$ cat src/rtl/round_key_sequencer.sv
// rtl/round_key_sequencer.sv - captures an AES key schedule and streams round keys in either order
//
// Purpose: holds the packed schedule produced by key_expansion and hands one round key
// per rk_valid/rk_ready handshake to the iterative cipher core. The order is forward
// (0..Nr) for encryption and reverse (Nr..0) for decryption.
//
// Ports:
//   clk, reset           rising-edge clock, asynchronous active-low reset
//   sched_valid          one-cycle capture strobe for key_schedule
//   key_schedule         round k at [k*KEY_LENGTH +: KEY_LENGTH], round 0 in LSBs
//   start, decrypt       stream request and its direction (sampled together)
//   rk_ready             consumer accepts the current beat
//   rk_valid, round_key  current beat and its key (key reads 0 when not valid)
//   round_idx, last      round number of the beat, final-beat flag
//   loaded, busy         schedule held / stream in progress
//   sched_drop           pulse: a schedule arrived mid-stream and was discarded
//   zeroize              (ROUND_KEY_ZEROIZE_EN only) wipes the schedule and aborts
//
// Optional feature macro: ROUND_KEY_ZEROIZE_EN

module round_key_sequencer #(
  parameter int KEY_LENGTH  = 128,
  parameter int WORD_LENGTH = 32,
  parameter int Nb          = 4,
  parameter int Nr          = 10,
  parameter int SCHED_W     = Nb * (Nr + 1) * WORD_LENGTH
) (
  input  logic                  clk,
  input  logic                  reset,
  input  logic                  sched_valid,
  input  logic [SCHED_W-1:0]    key_schedule,
  input  logic                  start,
  input  logic                  decrypt,
  input  logic                  rk_ready,
`ifdef ROUND_KEY_ZEROIZE_EN
  input  logic                  zeroize,
`endif
  output logic                  rk_valid,
  output logic [KEY_LENGTH-1:0] round_key,
  output logic [3:0]            round_idx,
  output logic                  last,
  output logic                  loaded,
  output logic                  busy,
  output logic                  sched_drop
);

  typedef enum logic [1:0] {
    EMPTY  = 2'd0,
    LOADED = 2'd1,
    STREAM = 2'd2
  } state_t;

  localparam logic [3:0] LAST_IDX = 4'(Nr);

  state_t              state_q, state_d;
  logic [SCHED_W-1:0]  sched_q;
  logic                dir_q;
  logic [3:0]          idx_q;
  logic                drop_q;
  logic                capture, launch, advance, last_beat, zero_req;
  logic [KEY_LENGTH-1:0] rk_words [0:Nr];

`ifdef ROUND_KEY_ZEROIZE_EN
  assign zero_req = zeroize;
`else
  assign zero_req = 1'b0;
`endif

  // Round-key view of the held schedule; outputs are a mux on registered state only.
  for (genvar k = 0; k <= Nr; k++) begin : g_words
    assign rk_words[k] = sched_q[k*KEY_LENGTH +: KEY_LENGTH];
  end

  // Final beat depends on direction: idx Nr going forward, idx 0 going backward.
  assign last_beat = dir_q ? (idx_q == 4'd0) : (idx_q == LAST_IDX);

  always_ff @(posedge clk or negedge reset) begin
    if (!reset) begin
      state_q <= EMPTY;
    end else begin
      state_q <= state_d;
    end
  end

  always_comb begin
    state_d = state_q;
    capture = 1'b0;
    launch  = 1'b0;
    advance = 1'b0;
    case (state_q)
      EMPTY: begin
        if (sched_valid) begin
          capture = 1'b1;
          state_d = LOADED;
        end
      end
      LOADED: begin
        capture = sched_valid;
        if (start) begin
          launch  = 1'b1;
          state_d = STREAM;
        end
      end
      STREAM: begin
        if (rk_ready) begin
          if (last_beat) state_d = LOADED;
          else           advance = 1'b1;
        end
      end
      default: state_d = EMPTY;
    endcase
    // Zeroize outranks every other request, including an in-flight stream.
    if (zero_req) begin
      state_d = EMPTY;
      capture = 1'b0;
      launch  = 1'b0;
      advance = 1'b0;
    end
  end

  always_ff @(posedge clk or negedge reset) begin
    if (!reset) begin
      sched_q <= '0;
      dir_q   <= 1'b0;
      idx_q   <= 4'd0;
      drop_q  <= 1'b0;
    end else begin
      drop_q <= sched_valid && (state_q == STREAM) && !zero_req;
      if (zero_req) begin
        sched_q <= '0;
        idx_q   <= 4'd0;
      end else begin
        if (capture) sched_q <= key_schedule;
        if (launch) begin
          dir_q <= decrypt;
          idx_q <= decrypt ? LAST_IDX : 4'd0;
        end else if (advance) begin
          idx_q <= dir_q ? idx_q - 4'd1 : idx_q + 4'd1;
        end
      end
    end
  end

  assign rk_valid   = (state_q == STREAM);
  assign busy       = rk_valid;
  assign loaded     = (state_q != EMPTY);
  assign round_idx  = idx_q;
  assign last       = rk_valid & last_beat;
  assign round_key  = rk_valid ? rk_words[idx_q] : '0;
  assign sched_drop = drop_q;

endmodule

$ cat config.mk
export PLATFORM = sky130hd
export DESIGN_NAME = round_key_sequencer
export DESIGN_NICKNAME = d
export VERILOG_FILES = /design/src/rtl/round_key_sequencer.sv
export SDC_FILE = /design/constraint.sdc
export NUM_CORES = 2
export LEC_CHECK = 0
export CORE_AREA = 2 2 609 611
export DETAILED_ROUTE_END_ITERATION = 6
export DIE_AREA = 0 0 611 613
export GPL_ROUTABILITY_DRIVEN = 1
export PLACE_DENSITY = 0.45
export SLEW_MARGIN = 20
export SYNTH_ARGS = -nofsm -noshare
export SYNTH_HDL_FRONTEND = slang
export SYNTH_SLANG_ARGS = --single-unit
export TNS_END_PERCENT = 5
$ cat constraint.sdc
create_clock -name clk -period 2 [get_ports clk]
set_input_delay 0.5 -clock clk [delete_from_list [all_inputs] [get_ports clk]]
set_output_delay 0.5 -clock clk [all_outputs]
set_load 0.05 [all_outputs]
======== Yosys cells after proc, flatten, opt, wreduce, memory -nomap -nowiden ========
Index checks and enable logic that the tools add are counted.
Widths: inputs -> output; s select.
word-level totals
  memories ................................ 0
  RAM bits ................................ 0
  bits in latches ......................... 0
  ROM bits ................................ 0
  logic and storage cells ................. 44
  bits in registers ....................... 1,416
cells by class
  multipliers ............................. 0
  div/mod/pow operators ................... 0
  bitwise operators ....................... 2
  add/sub/neg operators ................... 2
  reductions and logical operators ........ 6
  shift-type cells ........................ 0
  $lt $le $gt $ge ......................... 1
  eq/ne operators ......................... 7
  muxes and demuxes ....................... 21
operator list
  operator             count
  $bmux 128 s4         1
  $mux 128             3
  $mux 4               4
  $mux 2               4
  $mux 1               7
  $ne 2x2->1 const B   3
  $pmux 2 s3           1
  $ge 5x5->1 const B   1
  $not 4->5            1
  $add 4x1->4 const B  1
  $eq 4x4->1 const B   1
  $logic_not 4->1      1
  $reduce_and 4->1     1
  $reduce_bool 2->1    2
  $sub 4x1->4 const B  1
  $eq 2x1->1 const B   1
  $eq 2x2->1 const B   1
  $logic_not 2->1      1
  $ne 2x1->1 const B   1
  $pmux 1 s2           1
  $and 1x1->1          1
  $logic_and 1x1->1    1

======== Longest topological paths before layout ========
  word-level depth ........................ 7
  gate-level depth with buffers ........... 9

======== Worst setup path before layout ========
Ideal clock, no wire load.
  path type ............................... flip-flop to output port
  from .................................... register idx_q[1], in the netlist round_idx[1]
  to ...................................... output port round_key[101]
  cell stages (with the launch flop) ...... 7
  path buffers ............................ 3
  data required time ...................... 1,500 ps
  setup slack ............................. -976 ps
  data arrival time ....................... 2,476 ps
  cell sequence ........................... dfrtp_1 > buf_4 > buf_2 > buf_1 > mux4_2 > mux2i_1 > o22ai_1
between the ends
  longest elaborated chain between the ends .. 5
ends and longest elaborated chain
  element                                       line  source
  from (decl)                                   58    logic [3:0] idx_q;
  from (signal assigned)                        136   idx_q <= decrypt ? LAST_IDX : 4'd0;
  from (signal assigned)                        138   idx_q <= dir_q ? idx_q - 4'd1 : idx_q + 4'd1;
  $not 4->5 (implied by the code)               149   assign round_key = rk_valid ? rk_words[idx_q] : '0;
  $bmux 128 s4                                  149
  $mux 128 (implied by the code) (2 in series)  149
  $mux 128                                      149
  to (decl)                                     39    output logic [KEY_LENGTH-1:0] round_key,
Every way passes these cells. The select of a mux whose other input is x is not followed.

======== Worst setup path after layout ========
  from .................................... register idx_q[0], in the netlist round_idx[0]
  to ...................................... output port round_key[54]
The elaborated chain is that of the path after synthesis.

==> flow_metrics.env <==
export IMPL_synth_compound_area_frac=0.0237
export IMPL_synth_ff_type="dfrtp_1"
export IMPL_yosysWarnings=0
export IMPL_final_core_util=0.272
export IMPL_holdPathEnd="sched_q[501]"
export IMPL_track_usage=0.194
export IMPL_synthArstFlopShare=1.00
export IMPL_num_rows=223
export IMPL_setup_tns_ps=-201770
export IMPL_yosys_area_share_xor_xnor=0.000137
export IMPL_syn_num_nets=8464
export IMPL_irDropWorstVdd_mv=0.715
export IMPL_pin_count=1551
export IMPL_m1WireLength_um=157000
export IMPL_grt_pass1_vias=61700
export IMPL_multi_input_area_um2=28200
export IMPL_p_per_area_nw_per_um2=1450
export IMPL_timing_rr_end="round_idx[3]"
export IMPL_clock_sinks=1416
export IMPL_status="finished with violations"
export IMPL_cts_made_buffers=177
export IMPL_dieArea_um2=375000
export IMPL_p_sw_uw=57500
export IMPL_drc=0
export IMPL_num_vias=59300
export IMPL_fin_nets=10400
export IMPL_dieWidth_um=611
export IMPL_max_stage_delay_ps=530
export IMPL_slew_headroom=0.508
export IMPL_avgRoutedWirePerCell_um=26.8
export IMPL_holdPathStages=3
export IMPL_worstSkewPairLatency_ps=840
export IMPL_highest_layer="met5"
export IMPL_power_uw=145000
export IMPL_avgSynthCellArea_um2=9.08
export IMPL_finalHoldViolCount=0
export IMPL_place_hpwl_um=307000
export IMPL_cp_data_arrival_time_ps=3190
export IMPL_n_fill_cell=39000
export IMPL_rsz0062_at_grt="yes"
export IMPL_slew_viol_final=0
export IMPL_grt_first_pass_wirelength_um=509000
export IMPL_htree_num_levels=4
export IMPL_core_um2=368000
export IMPL_port_buffers=1550
export IMPL_routed_wirelength_um=375000
export IMPL_syn_to_final_growth_pct=56.3
export IMPL_setup_slack_ps=-1690
export IMPL_critical_path_class="flop to output port"
export IMPL_syn_instance_count=7047
export IMPL_cp_top_family="buffers and inverters"
export IMPL_crit_path_cell_trace="buf_12 > buf_8 > mux4_2 > mux2i_1 > buf_4 > o22ai_4 > buf_12 > buf_12"
export IMPL_cap_violations=0
export IMPL_grt_max_degree=109
export IMPL_viasPerCell=4.23
export IMPL_hold_start="key_schedule[501]"
export IMPL_grt_overflow_total=0
export IMPL_violations="negative setup slack"
export IMPL_yosysUniqueCellTypes=35
export IMPL_pre_cts_ws_ps=-1230
export IMPL_die_h_um=613
export IMPL_synth_area_mux_share=0.130
export IMPL_fin_crit_sh=1.85
export IMPL_cpMostUsedCell="buf_12"
export IMPL_synth_edf_count=0
export IMPL_critPathCaptureType="output port"
export IMPL_path_max_fanout=11
export IMPL_tightest_slew_ps=738
export IMPL_place_gp_congestion=0.925
export IMPL_synth_top_family_by_area="simple AND/OR/NAND/NOR gates"
export IMPL_synth_fa_ha_area_frac=0.000704
export IMPL_fmax_mhz=271
export IMPL_synth_seq_cells=1416
export IMPL_r2r_start="round_idx[2]"
export IMPL_cp_data_required_time_ps=1500
export IMPL_final_seq_area_um2=35400
export IMPL_initial_core_util=0.174
export IMPL_antenna_found_initial=168
export IMPL_cp_start_kind="flop"
export IMPL_p_leak_uw=0.0462
export IMPL_wl_met2_um=178000
export IMPL_cts_tree="built"
export IMPL_period_needed_ps=3690
export IMPL_ant_nets=0
export IMPL_drt_initial_drc_count=5044
export IMPL_route_met3_wl_um=24300
export IMPL_hp_class="primary input to flop"
export IMPL_clk_pin_slew_ps=60
export IMPL_seqPwrFrac=0.324
export IMPL_p_comb_frac=0.447
export IMPL_cpMaxStageDelayCell="mux4_2"
export IMPL_drtPass1Iterations=6
export IMPL_intPower_uw=87800
export IMPL_syn_cell_area_um2=64000
export IMPL_cts_root_buf="clkbuf_16"
export IMPL_reg2regPathDepth=7
export IMPL_synth_seq_area_share=0.554
export IMPL_yosys_area_share_simple=0.258
export IMPL_path_buf_inv=5
export IMPL_drive_gt1_frac=0.171
export IMPL_clock_path_buffers=4
export IMPL_switching_share=0.396
export IMPL_fin_skew_ps=26.5
export IMPL_reg2reg_slack_ps=-260
export IMPL_setup_viol_count_final=139
export IMPL_pwr_share_clk=0.228
[registers in the layout (all words and copies together), names as in the netlist]
name        flops
dir_q           1
round_idx       4
state_q         2
sched_q      1408
sched_drop      1
[metal layers]
metal  track usage  vias up
li1              -    26400
met1         0.247    30000
met2         0.318     2217
met3        0.0425      612
met4        0.0785       46
met5             0        -
[cell usage after synthesis, drive strengths merged (2+ instances only)]
cell | count | area, um^2
and2 | 2 | 12.5
clkbuf | 191 | 717
o22ai | 129 | 807
ha | 2 | 25.0
nand2b | 2 | 12.5
mux4 | 256 | 5770
a21oi | 130 | 651
inv | 6 | 22.5
buf | 268 | 1380
dfrtp | 1416 | 35400
nand2 | 4229 | 15900
a21o | 2 | 15.0
o21ai | 3 | 15.0
nor2 | 132 | 495
or3 | 2 | 12.5
nand3b | 2 | 15.0
mux2i | 257 | 2570
nor3b | 2 | 15.0
nand3 | 3 | 15.0
[timing repair]
action,CTS,global route
setup buffers,4,40
endpoints found under the hold margin,321,0
gates resized for setup,146,39
setup endpoints to repair,140,140
pin swaps,17,9
gates cloned,2,0
hold buffers,1,0
[cell families (layout without fill, tap and decap cells)]
kind of cell | after synthesis | count (layout)
other | 0 | 59
AO/OA/AOI/OAI | 268 | 268
adder cells (fa/ha/maj) | 3 | 3
XOR/XNOR | 1 | 1
multiplexers | 513 | 513
buffers and inverters | 465 | 2531
AND/OR/NAND/NOR | 4381 | 4381
flip-flops | 1416 | 1416
[how the worst max path moves through the flow]
stage               slack, ps        endpoint  depth (start not counted)         start
finish                  -1690   round_key[54]                          8  round_idx[0]
global route            -1780   round_key[33]                         10  round_idx[0]
CTS                     -1840   round_key[14]                          8  round_idx[0]
detailed placement      -1230   round_key[33]                         10  round_idx[0]
global placement        -1220   round_key[30]                          9  round_idx[0]
floorplan                -630  round_key[108]                          5    state_q[1]
[cell type report]
class	count	share of cell area
multi-input combinational	5166	0.282
timing repair buffer	2212	0.242
sequential	1416	0.354
antenna	59	0.00148
tap	4837	0.0605
clock buffer	252	0.0509
clock inverter	61	0.00781
inverter	6	0.000263
[tightest hold or removal path: stages]
cell	delay, ps
clkdlybuf4s50_1	400
nand2_1	60
nand2_1	40
[cell usage in the layout, fill, tap and decap left out, types with 6 or more instances in the layout]
cell | netlist | layout
clkbuf_16 | 0 | 179
a21oi_4 | 0 | 6
clkbuf_1 | 191 | 39
buf_4 | 8 | 458
buf_16 | 0 | 13
mux2i_1 | 257 | 203
a21oi_2 | 0 | 30
o22ai_4 | 0 | 54
mux4_2 | 256 | 256
clkdlybuf4s50_1 | 0 | 1412
bufinv_16 | 0 | 13
clkinvlp_4 | 0 | 11
dfrtp_1 | 1416 | 1412
clkinv_2 | 0 | 26
o22ai_2 | 0 | 74
nand2_1 | 4229 | 4228
diode_2 | 0 | 59
mux2i_2 | 0 | 36
buf_6 | 10 | 29
a21oi_1 | 130 | 94
nor2_1 | 132 | 131
clkbuf_8 | 0 | 34
buf_12 | 0 | 294
mux2i_4 | 0 | 18
[power groups by stage]
stage	logic (uW)	registers, uW	clock network (uW)
3_3_place_gp	62300	47000	0
4_1_cts	64800	46800	34000
6_report	65000	47100	33200
2_1_floorplan	33000	43500	0
5_1_grt	69800	48000	35200
3_5_place_dp	62600	47100	0
[stage by stage]
stage	area [um^2]	hold slack, ps	cells
floorplan	65200	204	7047
global placement	92600	452	13600
detailed placement	92600	458	13600
CTS	99300	79.2	13900
global route	99900	123	14000
finish	100000	168	14000
Power figures use the tool's default switching activity.
